File: config.mk
export PLATFORM = sky130hd
export DESIGN_NAME = disp_scan_ctrl
export DESIGN_NICKNAME = d
export VERILOG_FILES = /design/src/rtl/disp_scan_ctrl.sv
export SDC_FILE = /design/constraint.sdc
export NUM_CORES = 1
export LEC_CHECK = 0
export CAP_MARGIN = 40
export CORE_MARGIN = 2
export CORE_UTILIZATION = 55
export CTS_BUF_LIST = sky130_fd_sc_hd__clkbuf_4 sky130_fd_sc_hd__clkbuf_8 sky130_fd_sc_hd__clkbuf_16
export CTS_CLUSTER_SIZE = 20
export DETAILED_ROUTE_END_ITERATION = 8
export GPL_TIMING_DRIVEN = 0
export MAX_ROUTING_LAYER = met4
export PLACE_DENSITY = 0.88
export RECOVER_POWER = 25
export REMOVE_ABC_BUFFERS = 1
export SYNTH_ARGS = -nofsm -noshare
export SYNTH_HDL_FRONTEND = slang
export SYNTH_SLANG_ARGS = --single-unit
File: constraint.sdc
create_clock -name clk -period 2.6 [get_ports clk]
set_input_delay 0.78 -clock clk [delete_from_list [all_inputs] [get_ports clk]]
set_output_delay 0.78 -clock clk [all_outputs]
set_load 0.005 [all_outputs]
File: src/rtl/disp_scan_ctrl.sv
// Multiplexed 7-segment scan controller: sequences a double-buffered frame of
// 2-bit speed codes onto a shared decoder with dark guard gaps between digits.
module disp_scan_ctrl #(
  parameter int DIGITS = 4,
  parameter int DIV    = 50000,
  parameter int GUARD  = 500
) (
  input  logic                  clk,
  input  logic                  reset,
  input  logic                  load,
  input  logic [2*DIGITS-1:0]   spd_in,
  input  logic [DIGITS-1:0]     blank_in,
  output logic                  code_a,
  output logic                  code_b,
  output logic [DIGITS-1:0]     dig_en_n,
  output logic                  frame_done,
  output logic                  pending
);

  // state   | meaning
  // S_GUARD | all digits dark, decoder settling on the code of digit idx
  // S_ON    | digit idx lit (unless blanked) for DIV clocks

  if (DIGITS < 2 || DIGITS > 8 || DIV < 1 || GUARD < 1) begin : g_bad_param
    $error("disp_scan_ctrl: illegal parameters DIGITS=%0d DIV=%0d GUARD=%0d",
           DIGITS, DIV, GUARD);
  end

  localparam int CNT_MAX = (DIV > GUARD) ? DIV : GUARD;
  localparam int CW      = (CNT_MAX > 1) ? $clog2(CNT_MAX) : 1;
  localparam int IW      = $clog2(DIGITS);

  localparam logic [CW-1:0] DIV_LAST   = CW'(DIV - 1);
  localparam logic [CW-1:0] GUARD_LAST = CW'(GUARD - 1);
  localparam logic [IW-1:0] IDX_LAST   = IW'(DIGITS - 1);

  typedef enum logic {S_GUARD, S_ON} state_t;

  state_t                state, state_nx;
  logic [CW-1:0]         cnt, cnt_nx;
  logic [IW-1:0]         idx, idx_nx;
  logic [2*DIGITS-1:0]   act_code, act_code_nx, shd_code;
  logic [DIGITS-1:0]     act_blank, act_blank_nx, shd_blank;
  logic                  wrap, commit, pending_nx;
  logic [DIGITS-1:0]     dig_nx;
  logic [1:0]            code_nx;

  always_comb begin
    state_nx = state;
    cnt_nx   = cnt + 1'b1;
    idx_nx   = idx;
    wrap     = 1'b0;
    case (state)
      S_GUARD: begin
        if (cnt == GUARD_LAST) begin
          state_nx = S_ON;
          cnt_nx   = '0;
        end
      end
      S_ON: begin
        if (cnt == DIV_LAST) begin
          state_nx = S_GUARD;
          cnt_nx   = '0;
          if (idx == IDX_LAST) begin
            idx_nx = '0;
            wrap   = 1'b1;
          end else begin
            idx_nx = idx + 1'b1;
          end
        end
      end
      default: begin
        state_nx = S_GUARD;
        cnt_nx   = '0;
        idx_nx   = '0;
      end
    endcase

    // The commit lands on the same edge that starts the new frame, so the
    // frame that follows sees only the new codes.
    commit       = wrap & pending;
    act_code_nx  = commit ? shd_code  : act_code;
    act_blank_nx = commit ? shd_blank : act_blank;
    pending_nx   = load | (pending & ~commit);

    dig_nx = '1;
    if (state_nx == S_ON && !act_blank_nx[idx_nx])
      dig_nx[idx_nx] = 1'b0;
    code_nx = act_code_nx[{idx_nx, 1'b0} +: 2];
  end

  always_ff @(posedge clk) begin
    if (reset) begin
      state      <= S_GUARD;
      cnt        <= '0;
      idx        <= '0;
      act_code   <= '0;
      act_blank  <= '0;
      shd_code   <= '0;
      shd_blank  <= '0;
      pending    <= 1'b0;
      dig_en_n   <= '1;
      code_a     <= 1'b0;
      code_b     <= 1'b0;
      frame_done <= 1'b0;
    end else begin
      state      <= state_nx;
      cnt        <= cnt_nx;
      idx        <= idx_nx;
      act_code   <= act_code_nx;
      act_blank  <= act_blank_nx;
      if (load) begin
        shd_code  <= spd_in;
        shd_blank <= blank_in;
      end
      pending    <= pending_nx;
      dig_en_n   <= dig_nx;
      code_a     <= code_nx[1];
      code_b     <= code_nx[0];
      frame_done <= wrap;
    end
  end

endmodule

==> impl_results.md, run 1 <==
- Initial detailed-routing violation count: between 100 and 150
- Startpoint types: flip-flop
- Initial core utilization: 0.5819
- Seq/Total Area, Yosys: 0.4687
- ANT nets after route: 0
- GRT Residual Overflow: 0
- Overall global routing resource usage: 0.2066
- Final wirelength: ~3.8 mm
- ANT cells: 0
- P&R area growth vs syn: 14.76%
- Vias per std cell: roughly 5.5
- CP endpoint: cnt[14]$_SDFF_PP0_
- Post-CTS Setup Repair Bufs: 0
- Final GP Congestion: 0.8918
- Combinational share of power: 0.052
- Post-Synth XOR/XNOR Area: 0.05629
- Largest net degree at the start of global routing: 19
- Clk_lat worst skew: a little over 0.3 ns
- RSZ-0062 raised after global routing: false
- Hold Crit Class: reg -> reg
- Syn Area/Cell: approximately 9.6 um2
- Final net count: 263
- Die height: around 67 um
- PwrDens: between 500 and 600 nW/um2
- Cells on worst reg2reg path: 6
- Arrival @ worst endpoint: 2.53 ns
- Min Clock Period, post-route: roughly 2.3 ns
- Endpoints failing hold: 0
- Fmax: 425.6 MHz
- Critical path fanouts, max: 16
- R2R Setup Slk: approximately 0.25 ns
- # rows: 22
- Die Footprint: between 4000 and 5000 um2
- Routed via count: between 1,500 and 2,000
- Most area-consuming cells after synthesis: dfxtp_1 (47%), mux2i_1 (14%), nor2_1 (9.0%)
- DP HPWL: around 2.7 mm
- Global-route wire length before repair: about 6.7 mm
- Worst R2R End: cnt[14]$_SDFF_PP0_
- PortBufs: 22
- Relative slew slack: 0.4986
- Clk slew on worst S/H paths: about 0.090 ns
- Power Internal: around 1.0 mW
- Portion of netlist area occupied by mux cells: 0.1585
- Avg WL per Cell: 12.99 um
- Post-route insts no fill: between 200 and 300
- Filler Cell Count: between 300 and 400
- Multi-input gate area: between 1000 and 1500 um2
- Final setup viols: 0
- Worst Setup SP: cnt[0]$_SDFF_PP0_
- Placed insts: about 290
- Maximum VDD drop: about 0.44 mV
- Worst slack, placed: between 0.03 and 0.04 ns
- Pre-antenna DRT Iters: 4
- WS Path Type: reg -> reg
- Max Root-Sink Buffers: 2
- Crit share post-route: 0.9037
- Sink Count: 51
- CTS root buffer: clkbuf_8
- TritonCTS clock tree: yes
- Synthesized instance count: about 230
- Die X: between 60 and 70 um
- RR Startpoint: cnt[0]$_SDFF_PP0_
- Complex-gate fraction of the synthesized area: 0.03619
- Final Skew: around 0.009 ns
- Layout cell share with drive strength beyond 1: 0.06883
- Net Sw Frac: 0.2309
- H-Tree Depth: 2
- LEAKAGE: roughly 1.0 nW
- Simple-gate share of the synthesized area: 0.2229
- Final setup margin: ~0.25 ns
- Fin. max-slew vios: 0
- Yosys cell types: 35
- Worst-Margin Slew: between 0.7 and 0.8 ns
- DRC Markers: 0
- Ys Warns: 0
- Cell taking the most area after synthesis: dfxtp_1
- Adder-cell share of the synthesized area: 0.01149
- Post_cts resized: 0
- Max cap viols: 0
- Worst path required time: 2.78 ns
- Power share of the sequential group: 0.603
- Cts bufs inserted: 5
- Netlist Area Pre-Place: 2178 um2
- Largest family of logic cells by synthesized area: simple AND/OR/NAND/NOR gates
- Clk pwr share: 0.345
- Placeable Area: 3744 um2
- Vias in the first global route: 1,572
- Storage cell area: 1021 um2
- Yosys reg bits: 51
- Switching power: roughly 0.31 mW
- CP endpoint kind: flip-flop
- CTS Hold Bufs: 0
- Yosys top cell area share: 0.4687
- Final hold slack: 0.4721 ns
- Initial antenna violation count: 0
- # IOs: 23
- Status: finished clean
## metal layers
metal  track usage  wire length [um]  vias to the layer above
li1              -                 -                      821
met1        0.2294              1658                      754
met2        0.3400              1896                       36
met3       0.06588               168                       12
met4       0.09184               108                        0
met5             -                 0                        -
## cell usage after synthesis (all sizes together)
cell type / n
a21oi: 2
a211oi: 2
nand2: 12
o31a: 1
nor4: 2
and4: 1
nand3: 9
nor3: 5
a2111oi: 2
or4: 1
nor4b: 1
mux4: 2
clkbuf: 8
or3: 1
nand4: 6
ha: 2
inv: 6
mux2i: 30
buf: 5
a311oi: 2
nor2b: 2
and3: 4
or2: 1
nand4b: 3
nor2: 52
dfxtp: 51
a21bo: 1
xnor2: 10
xor2: 4
## layout make-up
| cell class | count | share of cell area |
|---|---|---|
| Multi-Input combinational cell | 158 | 0.4229 |
| Tap cell | 48 | 0.02402 |
| Timing Repair Buffer | 24 | 0.09860 |
| Sequential cell | 51 | 0.4084 |
| Clock inverter | 3 | 0.009510 |
| Clock buffer | 5 | 0.02753 |
| Inverter | 6 | 0.009009 |
## cells by family after synthesis
kind of cell / count (synthesis)
AO/OA/AOI/OAI: 10
AND/OR/NAND/NOR: 100
adder cells (fa/ha/maj): 2
XOR/XNOR: 14
flip-flops: 51
buffers and inverters: 19
multiplexers: 32
## power by group through the flow
stage / clock [mW] / combinational [mW] / sequential, mW
floorplan: 0 / 0.0284 / 0.823
global placement: 0 / 0.0658 / 0.826
detailed placement: 0 / 0.0707 / 0.826
CTS: 0.479 / 0.0710 / 0.808
global route: 0.509 / 0.0785 / 0.811
finish: 0.462 / 0.0698 / 0.808
## worst max-delay path: stages (launching register included)
cell and delay [ns]:
dfxtp_1 0.38, ha_1 0.26, nand3_1 0.17, nor4b_2 0.35, and3_1 0.43, or3_1 0.51, nor2_1 0.12
## cells in the final DEF, fill, tap and decap left out, types with 2 or more instances in the layout
master / netlist / layout
a211oi_1: 2 / 2
mux4_2: 2 / 2
xor2_1: 4 / 4
dfxtp_1: 51 / 51
nand2_1: 12 / 12
clkbuf_8: 0 / 5
dlygate4sd3_1: 0 / 6
clkdlybuf4s50_1: 0 / 16
a21oi_1: 2 / 2
nor2_1: 52 / 52
nor2b_1: 2 / 2
a311oi_1: 2 / 2
xnor2_1: 10 / 10
ha_1: 2 / 2
a2111oi_0: 2 / 2
nand4_1: 6 / 6
and3_1: 4 / 4
nor3_1: 4 / 4
inv_1: 6 / 6
nand4b_1: 3 / 3
nand3_1: 9 / 9
mux2i_1: 30 / 30
## worst min path at each step
stage                                  startpoint  cells after the start                endpoint  slack, ns
final                           cnt[0]$_SDFF_PP0_                      1       cnt[0]$_SDFF_PP0_       0.47
after detailed placement  act_blank[1]$_SDFF_PP0_                      2  dig_en_n[1]$_SDFF_PP1_       0.45
after CTS                 act_blank[1]$_SDFF_PP0_                      2  dig_en_n[1]$_SDFF_PP1_       0.47
after global routing      act_blank[1]$_SDFF_PP0_                      2  dig_en_n[1]$_SDFF_PP1_       0.49
after floorplan           act_blank[1]$_SDFF_PP0_                      2  dig_en_n[1]$_SDFF_PP1_       0.43
after global placement          cnt[0]$_SDFF_PP0_                      1       cnt[0]$_SDFF_PP0_       0.44
## per-stage QoR
step	TNS (ns)	power (mW)	util	area (um2)
finish	0	1.340	0.6678	2500
global route	0	1.399	0.6678	2500
CTS	0	1.358	0.6678	2500
detailed placement	0	0.8971	0.6430	2407
global placement	-4.314	0.8918	0.6360	2381
floorplan	0	0.8519	-	2101
## sequential cells by signal, indices dropped and copies added (netlist names)
signal	flops
act_blank	4
idx	2
pending	1
state	1
dig_en_n	4
cnt	16
code_a	1
shd_code	8
act_code	8
code_b	1
shd_blank	4
frame_done	1
Note: power is estimated with default switching activity, not from simulation.
==> run 2, diff against run 1 <==
--- a/config.mk
+++ b/config.mk
@@ -7,13 +7,13 @@
 export LEC_CHECK = 0
 export CAP_MARGIN = 40
 export CORE_MARGIN = 2
-export CORE_UTILIZATION = 55
+export CORE_UTILIZATION = 50
 export CTS_BUF_LIST = sky130_fd_sc_hd__clkbuf_4 sky130_fd_sc_hd__clkbuf_8 sky130_fd_sc_hd__clkbuf_16
 export CTS_CLUSTER_SIZE = 20
 export DETAILED_ROUTE_END_ITERATION = 8
 export GPL_TIMING_DRIVEN = 0
 export MAX_ROUTING_LAYER = met4
-export PLACE_DENSITY = 0.88
+export PLACE_DENSITY = 0.85
 export RECOVER_POWER = 25
 export REMOVE_ABC_BUFFERS = 1
 export SYNTH_ARGS = -nofsm -noshare
==> constraint.sdc (replaced) <==
create_clock -name clk -period 2.1 [get_ports clk]
set_input_delay 0.63 -clock clk [delete_from_list [all_inputs] [get_ports clk]]
set_output_delay 0.63 -clock clk [all_outputs]
set_load 0.005 [all_outputs]
==> impl_results.md, run 2 (same netlist as run 1, synthesis figures left out) <==
- Reg with most FFs: cnt (unchanged)
- Final net count: 264 (was 263)
- LEAKAGE: 1.050 nW (was 1.033 nW)
- DP HPWL: 2.886 mm (was 2.735 mm)
- Worst path required time: 2.28 ns (was 2.78 ns)
- Overall global routing resource usage: 0.1795 (was 0.2066)
- Clk_lat worst skew: 0.30 ns (was 0.31 ns)
- Fmax: 502.6 MHz (was 425.6 MHz)
- Avg WL per Cell: 13.58 um (was 12.99 um)
- Final setup viols: 0 (unchanged)
- Crit-path slowest cell: dfxtp_1 (was or3_1)
- Worst hold path startpoint: idx[1]$_SDFF_PP0_ (was cnt[0]$_SDFF_PP0_)
- Cells on worst reg2reg path: 7 (was 6)
- R2R Setup Slk: 0.11 ns (was 0.25 ns)
- Arrival @ worst endpoint: 2.17 ns (was 2.53 ns)
- # IOs: 23 (unchanged)
- Final Skew: 0.007284 ns (was 0.008835 ns)
- Worst-Margin Slew: 0.7707 ns (was 0.7496 ns)
- Critical path fanouts, max: 4 (was 16)
- CTS Hold Bufs: 0 (unchanged)
- Dpl cell area: 2412 um2 (was 2407 um2)
- Initial antenna violation count: 0 (unchanged)
- RR Startpoint: cnt[0]$_SDFF_PP0_ (unchanged)
- Worst R2R End: dig_en_n[2]$_SDFF_PP1_ (was cnt[14]$_SDFF_PP0_)
- CP Buf/Inv Count: 1 (was 0)
- CP endpoint kind: flip-flop (unchanged)
- Commonest non-fill, non-tap cell in the layout: nor2_1 (unchanged)
- # rows: 24 (was 22)
- CP Cell Sequence: ha_1, nand3_1, nor4b_4, nand4_1, buf_4, mux2i_1, nand4b_1 (was ha_1, nand3_1, nor4b_2, and3_1, or3_1, nor2_1)
- DRC Markers: 0 (unchanged)
- Largest registers: cnt (16), act_code (8), shd_code (8) (unchanged)
- Global-route wire length before repair: 6.900 mm (was 6.741 mm)
- Largest stage delay on the critical path: 0.39 ns (was 0.51 ns)
- Endpoints failing hold: 0 (unchanged)
- Startpoint types: flip-flop (unchanged)
- Min Clock Period, post-route: 1.990 ns (was 2.350 ns)
- GRT Residual Overflow: 0 (unchanged)
- Final core occ: 0.5968 (was 0.6678)
- Maximum VDD drop: 0.4438 mV (was 0.4370 mV)
- Final wirelength: 4.073 mm (was 3.831 mm)
- Filler Cell Count: 376 (was 324)
- Max reg flops: 16 (unchanged)
- P&R area growth vs syn: 16.83% (was 14.76%)
- WS Path Type: reg -> reg (unchanged)
- Hold path endpoint: dig_en_n[3]$_SDFF_PP1_ (was cnt[0]$_SDFF_PP0_)
- Vias in the first global route: 1,636 (was 1,572)
- Most frequent cells in the layout: nor2_1 (52), dfxtp_1 (49), mux2i_1 (30), clkdlybuf4s50_1 (13), nand2_1 (12) (was nor2_1 (52), dfxtp_1 (51), mux2i_1 (30), clkdlybuf4s50_1 (16), nand2_1 (12))
- ANT nets after route: 0 (unchanged)
- Cts bufs inserted: 5 (unchanged)
- Initial detailed-routing violation count: 61 (was 101)
- Sink Count: 51 (unchanged)
- Die X: 70.01 um (was 66.94 um)
- Fin. max-slew vios: 0 (unchanged)
- Routed via count: 1,616 (was 1,623)
- Hold Crit Class: reg -> reg (unchanged)
- Clk slew on worst S/H paths: 0.09 ns (about the same)
- Largest delay share family, worst path: simple AND/OR/NAND/NOR gates (unchanged)
- Worst Hold Depth: 1 (unchanged)
- TritonCTS clock tree: yes (unchanged)
- Vias per std cell: 5.387 (was 5.502)
- PwrDens: 702.7 nW/um2 (was 536.0 nW/um2)
- Initial core utilization: 0.5109 (was 0.5819)
- Max cap viols: 0 (unchanged)
- CTS root buffer: clkbuf_8 (unchanged)
- Crit share post-route: 0.9474 (was 0.9037)
- Status: finished clean (unchanged)
- PortBufs: 22 (unchanged)
- Final instance area: 2545 um2 (was 2500 um2)
- Layout cell share with drive strength beyond 1: 0.08871 (was 0.06883)
- Die height: 70.01 um (was 66.94 um)
- Max Root-Sink Buffers: 2 (unchanged)
- H-Tree Depth: 2 (unchanged)
- Die Footprint: 4901 um2 (was 4480 um2)
- Final GP Congestion: 0.8514 (was 0.8918)
- Relative slew slack: 0.4845 (was 0.4986)
- Placeable Area: 4264 um2 (was 3744 um2)
- ANT cells: 0 (unchanged)
- Largest net degree at the start of global routing: 19 (unchanged)
- Pre-antenna DRT Iters: 4 (unchanged)
[run 2: cell types whose count changed in the layout (fill, tap and decap cells not counted), moves of 2 or more]
| cell | delta |
|---|---|
| dfxtp_2 | +2 |
| dlygate4sd3_1 | +3 |
| clkdlybuf4s50_1 | -3 |
| dfxtp_1 | -2 |
[run 2: area by class of cell]
class	count	area, um2	area share
clock buffer	6	82.58	0.03245
clock inverter	2	35.03	0.01377
inverter	6	22.52	0.008850
multi-input combinational	158	1072	0.4213
sequential	51	1023	0.4022
tap	52	65.06	0.02557
timing repair buffer	25	244.0	0.09587
[run 2: per-layer routing]
layer,global-route usage,part of all wire
met3,0.04906,0.037
met5,-,0
met1,0.1822,0.41
met4,0.06410,0.019
met2,0.3291,0.53
[run 2: worst max path at each step]
| stage | from | to | slack (ns) | cells after the start |
|---|---|---|---|---|
| 2_1_floorplan | cnt[0]$_SDFF_PP0_ | dig_en_n[2]$_SDFF_PP1_ | -0.04 | 6 |
| 3_3_place_gp | reset | cnt[7]$_SDFF_PP0_ | -0.67 | 3 |
| 3_5_place_dp | reset | cnt[15]$_SDFF_PP0_ | -0.40 | 3 |
| 4_1_cts | cnt[0]$_SDFF_PP0_ | act_code[1]$_SDFF_PP0_ | 0.04 | 7 |
| 5_1_grt | cnt[0]$_SDFF_PP0_ | dig_en_n[2]$_SDFF_PP1_ | -0.02 | 7 |
| 6_report | cnt[0]$_SDFF_PP0_ | dig_en_n[2]$_SDFF_PP1_ | 0.11 | 7 |
[run 2: repair_timing]
item | 4_1_cts | 5_1_grt
setup endpoints to repair | 16 | 15
pin swaps | 0 | 1
setup buffers | 0 | 1
gates resized for setup | 2 | 3
[run 2: metrics by stage]
stage               instances  power (mW)  hold WS, ns  setup slack [ns]  TNS [ns]
global route              300       1.851       0.5148          -0.01684  -0.04208
global placement          289       1.104       0.4441           -0.6681    -17.25
detailed placement        291       1.112       0.4648           -0.3964    -5.883
floorplan                 215       1.055       0.4289          -0.03657  -0.04917
finish                    300       1.788       0.4902            0.1105         0
CTS                       299       1.807       0.4863           0.03750         0
[run 2: power by group]
group | total [mW] | internal (mW) | switching, mW
clock network | 0.701 | 0.386 | 0.315
registers | 1.00 | 0.986 | 0.0149
logic | 0.0863 | 0.0477 | 0.0386
total | 1.79 | 1.42 | 0.369
==> run 3, diff against run 2 <==
--- a/config.mk
+++ b/config.mk
@@ -6,14 +6,15 @@
 export NUM_CORES = 1
 export LEC_CHECK = 0
 export CAP_MARGIN = 40
-export CORE_MARGIN = 2
-export CORE_UTILIZATION = 50
+export CORE_MARGIN = 8
+export CORE_UTILIZATION = 56
 export CTS_BUF_LIST = sky130_fd_sc_hd__clkbuf_4 sky130_fd_sc_hd__clkbuf_8 sky130_fd_sc_hd__clkbuf_16
 export CTS_CLUSTER_SIZE = 20
 export DETAILED_ROUTE_END_ITERATION = 8
+export DONT_BUFFER_PORTS = 1
 export GPL_TIMING_DRIVEN = 0
 export MAX_ROUTING_LAYER = met4
-export PLACE_DENSITY = 0.85
+export PLACE_DENSITY = 0.84
 export RECOVER_POWER = 25
 export REMOVE_ABC_BUFFERS = 1
 export SYNTH_ARGS = -nofsm -noshare
==> impl_results.md, run 3 (same netlist as run 1, synthesis figures left out) <==
- Cells on worst reg2reg path: 8 (was 7)
- Final net count: 242 (was 264)
- Avg WL per Cell: 13.92 um (was 13.58 um)
- Global-route wire length before repair: 6.555 mm (was 6.900 mm)
- Startpoint types: flip-flop (unchanged)
- LEAKAGE: 0.9602 nW (was 1.050 nW)
- Pre-antenna DRT Iters: 4 (unchanged)
- Vias per std cell: 5.628 (was 5.387)
- Worst hold path startpoint: reset (was idx[1]$_SDFF_PP0_)
- Sink Count: 51 (unchanged)
- DP HPWL: 2.730 mm (was 2.886 mm)
- Most frequent cells in the layout: nor2_1 (52), dfxtp_1 (49), mux2i_1 (30), nand2_1 (12), xnor2_1 (10) (was nor2_1 (52), dfxtp_1 (49), mux2i_1 (30), clkdlybuf4s50_1 (13), nand2_1 (12))
- PortBufs: 0 (was 22)
- Routed via count: 1,542 (was 1,616)
- Final wirelength: 3.815 mm (was 4.073 mm)
- Setup TNS: 0 ns (unchanged)
- Final setup margin: 0.1131 ns (was 0.1105 ns)
- Worst-Margin Slew: 0.4623 ns (was 0.7707 ns)
- Clk_lat worst skew: 0.31 ns (was 0.30 ns)
- Final Skew: 0.008708 ns (was 0.007284 ns)
- CTS root buffer: clkbuf_8 (unchanged)
- Largest net degree at the start of global routing: 33 (was 19)
- GRT Residual Overflow: 0 (unchanged)
- Vias in the first global route: 1,495 (was 1,636)
- Worst slack, placed: -0.2222 ns (was -0.3964 ns)
- Min Clock Period, post-route: 1.987 ns (was 1.990 ns)
- Crit share post-route: 0.9461 (was 0.9474)
- ANT nets after route: 0 (unchanged)
- Final setup viols: 0 (unchanged)
- Worst path required time: 2.31 ns (was 2.28 ns)
- Worst Hold Depth: 1 (unchanged)
- Worst R2R End: act_blank[1]$_SDFF_PP0_ (was dig_en_n[2]$_SDFF_PP1_)
- # rows: 22 (was 24)
- DRC Markers: 0 (unchanged)
- Largest registers: cnt (16), act_code (8), shd_code (8) (unchanged)
- Die height: 78.37 um (was 70.01 um)
- Status: finished clean (unchanged)
- Initial detailed-routing violation count: 90 (was 61)
- Layout cell share with drive strength beyond 1: 0.09735 (was 0.08871)
- CP endpoint kind: flip-flop (unchanged)
- Max reg flops: 16 (unchanged)
- Initial core utilization: 0.5906 (was 0.5109)
- ANT cells: 0 (unchanged)
- H-Tree Depth: 2 (unchanged)
- Hold path endpoint: idx[0]$_SDFF_PP0_ (was dig_en_n[3]$_SDFF_PP1_)
- Overall global routing resource usage: 0.1333 (was 0.1795)
- Final GP Congestion: 0.8182 (was 0.8514)
- Critical path fanouts, max: 4 (unchanged)
- P&R area growth vs syn: 6.146% (was 16.83%)
- Reg with most FFs: cnt (unchanged)
- Hold Crit Class: in -> reg (was reg -> reg)
- Fmax: 503.3 MHz (was 502.6 MHz)
- TritonCTS clock tree: yes (unchanged)
- # IOs: 23 (unchanged)
- Commonest non-fill, non-tap cell in the layout: nor2_1 (unchanged)
- WS Path Type: reg -> reg (unchanged)
- Arrival @ worst endpoint: 2.20 ns (was 2.17 ns)
- Placeable Area: 3689 um2 (was 4264 um2)
- Die Footprint: 6142 um2 (was 4901 um2)
- Cts bufs inserted: 5 (unchanged)
- Fin. max-slew vios: 0 (unchanged)
- Max Root-Sink Buffers: 2 (unchanged)
- RR Startpoint: cnt[0]$_SDFF_PP0_ (unchanged)
- Initial antenna violation count: 0 (unchanged)
- Maximum VDD drop: 0.6256 mV (was 0.4438 mV)
- Relative slew slack: 0.6892 (was 0.4845)
- Die X: 78.37 um (was 70.01 um)
- Clk slew on worst S/H paths: 0.09 ns (about the same)
- R2R Setup Slk: 0.11 ns (about the same)
- Max cap viols: 0 (unchanged)
- PwrDens: 742.3 nW/um2 (was 702.7 nW/um2)
- Endpoints failing hold: 0 (unchanged)
## run 3: worst max-delay path by stage
| stage | startpoint | endpoint | slack [ns] | depth (start not counted) |
|---|---|---|---|---|
| finish | cnt[0]$_SDFF_PP0_ | act_blank[1]$_SDFF_PP0_ | 0.11 | 8 |
| global route | cnt[0]$_SDFF_PP0_ | act_code[4]$_SDFF_PP0_ | -0.006 | 8 |
| CTS | cnt[0]$_SDFF_PP0_ | cnt[6]$_SDFF_PP0_ | 0.007 | 6 |
| detailed placement | cnt[0]$_SDFF_PP0_ | cnt[6]$_SDFF_PP0_ | -0.22 | 6 |
| global placement | cnt[0]$_SDFF_PP0_ | dig_en_n[2]$_SDFF_PP1_ | -0.49 | 6 |
| floorplan | cnt[0]$_SDFF_PP0_ | dig_en_n[2]$_SDFF_PP1_ | -0.04 | 6 |
## run 3: stage by stage
step / hold slack [ns] / power, mW / cell area [um2] / utilization / cells
floorplan: 0.4289 / 1.055 / 2101 / - / 215
global placement: 0.4414 / 1.062 / 2161 / 0.5858 / 263
detailed placement: 0.4510 / 1.065 / 2172 / 0.5889 / 264
CTS: 0.3690 / 1.734 / 2297 / 0.6228 / 273
global route: 0.3498 / 1.784 / 2312 / 0.6269 / 274
finish: 0.3748 / 1.716 / 2312 / 0.6269 / 274
## run 3: critical path, cell delays in order (launching register included)
cell	delay [ns]
dfxtp_1	0.38
ha_1	0.26
nand3_1	0.17
nor4b_2	0.39
nand4_1	0.15
buf_4	0.19
buf_4	0.15
mux2i_1	0.14
nor2_1	0.06
## run 3: layout make-up
type,instances,area [um2]
clock inverters,3,43.79
clock buffers,5,68.82
repair buffers,3,26.28
multi-input cells,158,1067
well taps,48,60.06
fillers,315,1376
flip-flops and latches,51,1023
inverters,6,22.52
## run 3: per-layer routing
metal | track usage | share of wire
met2 | 0.2237 | 0.51
met5 | - | 0
met4 | 0.04444 | 0.015
met3 | 0.04670 | 0.037
met1 | 0.1433 | 0.44
## run 3: power by group
group          switching (mW)  leakage (nW)  internal, mW
Combinational          0.0178         0.487        0.0235
Sequential             0.0145         0.415         0.986
Clock                   0.320        0.0581         0.355
## run 3: what timing repair did
action / 4_1_cts / 5_1_grt
pin swaps: 1 / 1
setup endpoints to repair: 25 / 30
hold buffers: 0 / 0
gates resized for setup: 1 / 4
buffers inserted: 1 / 1
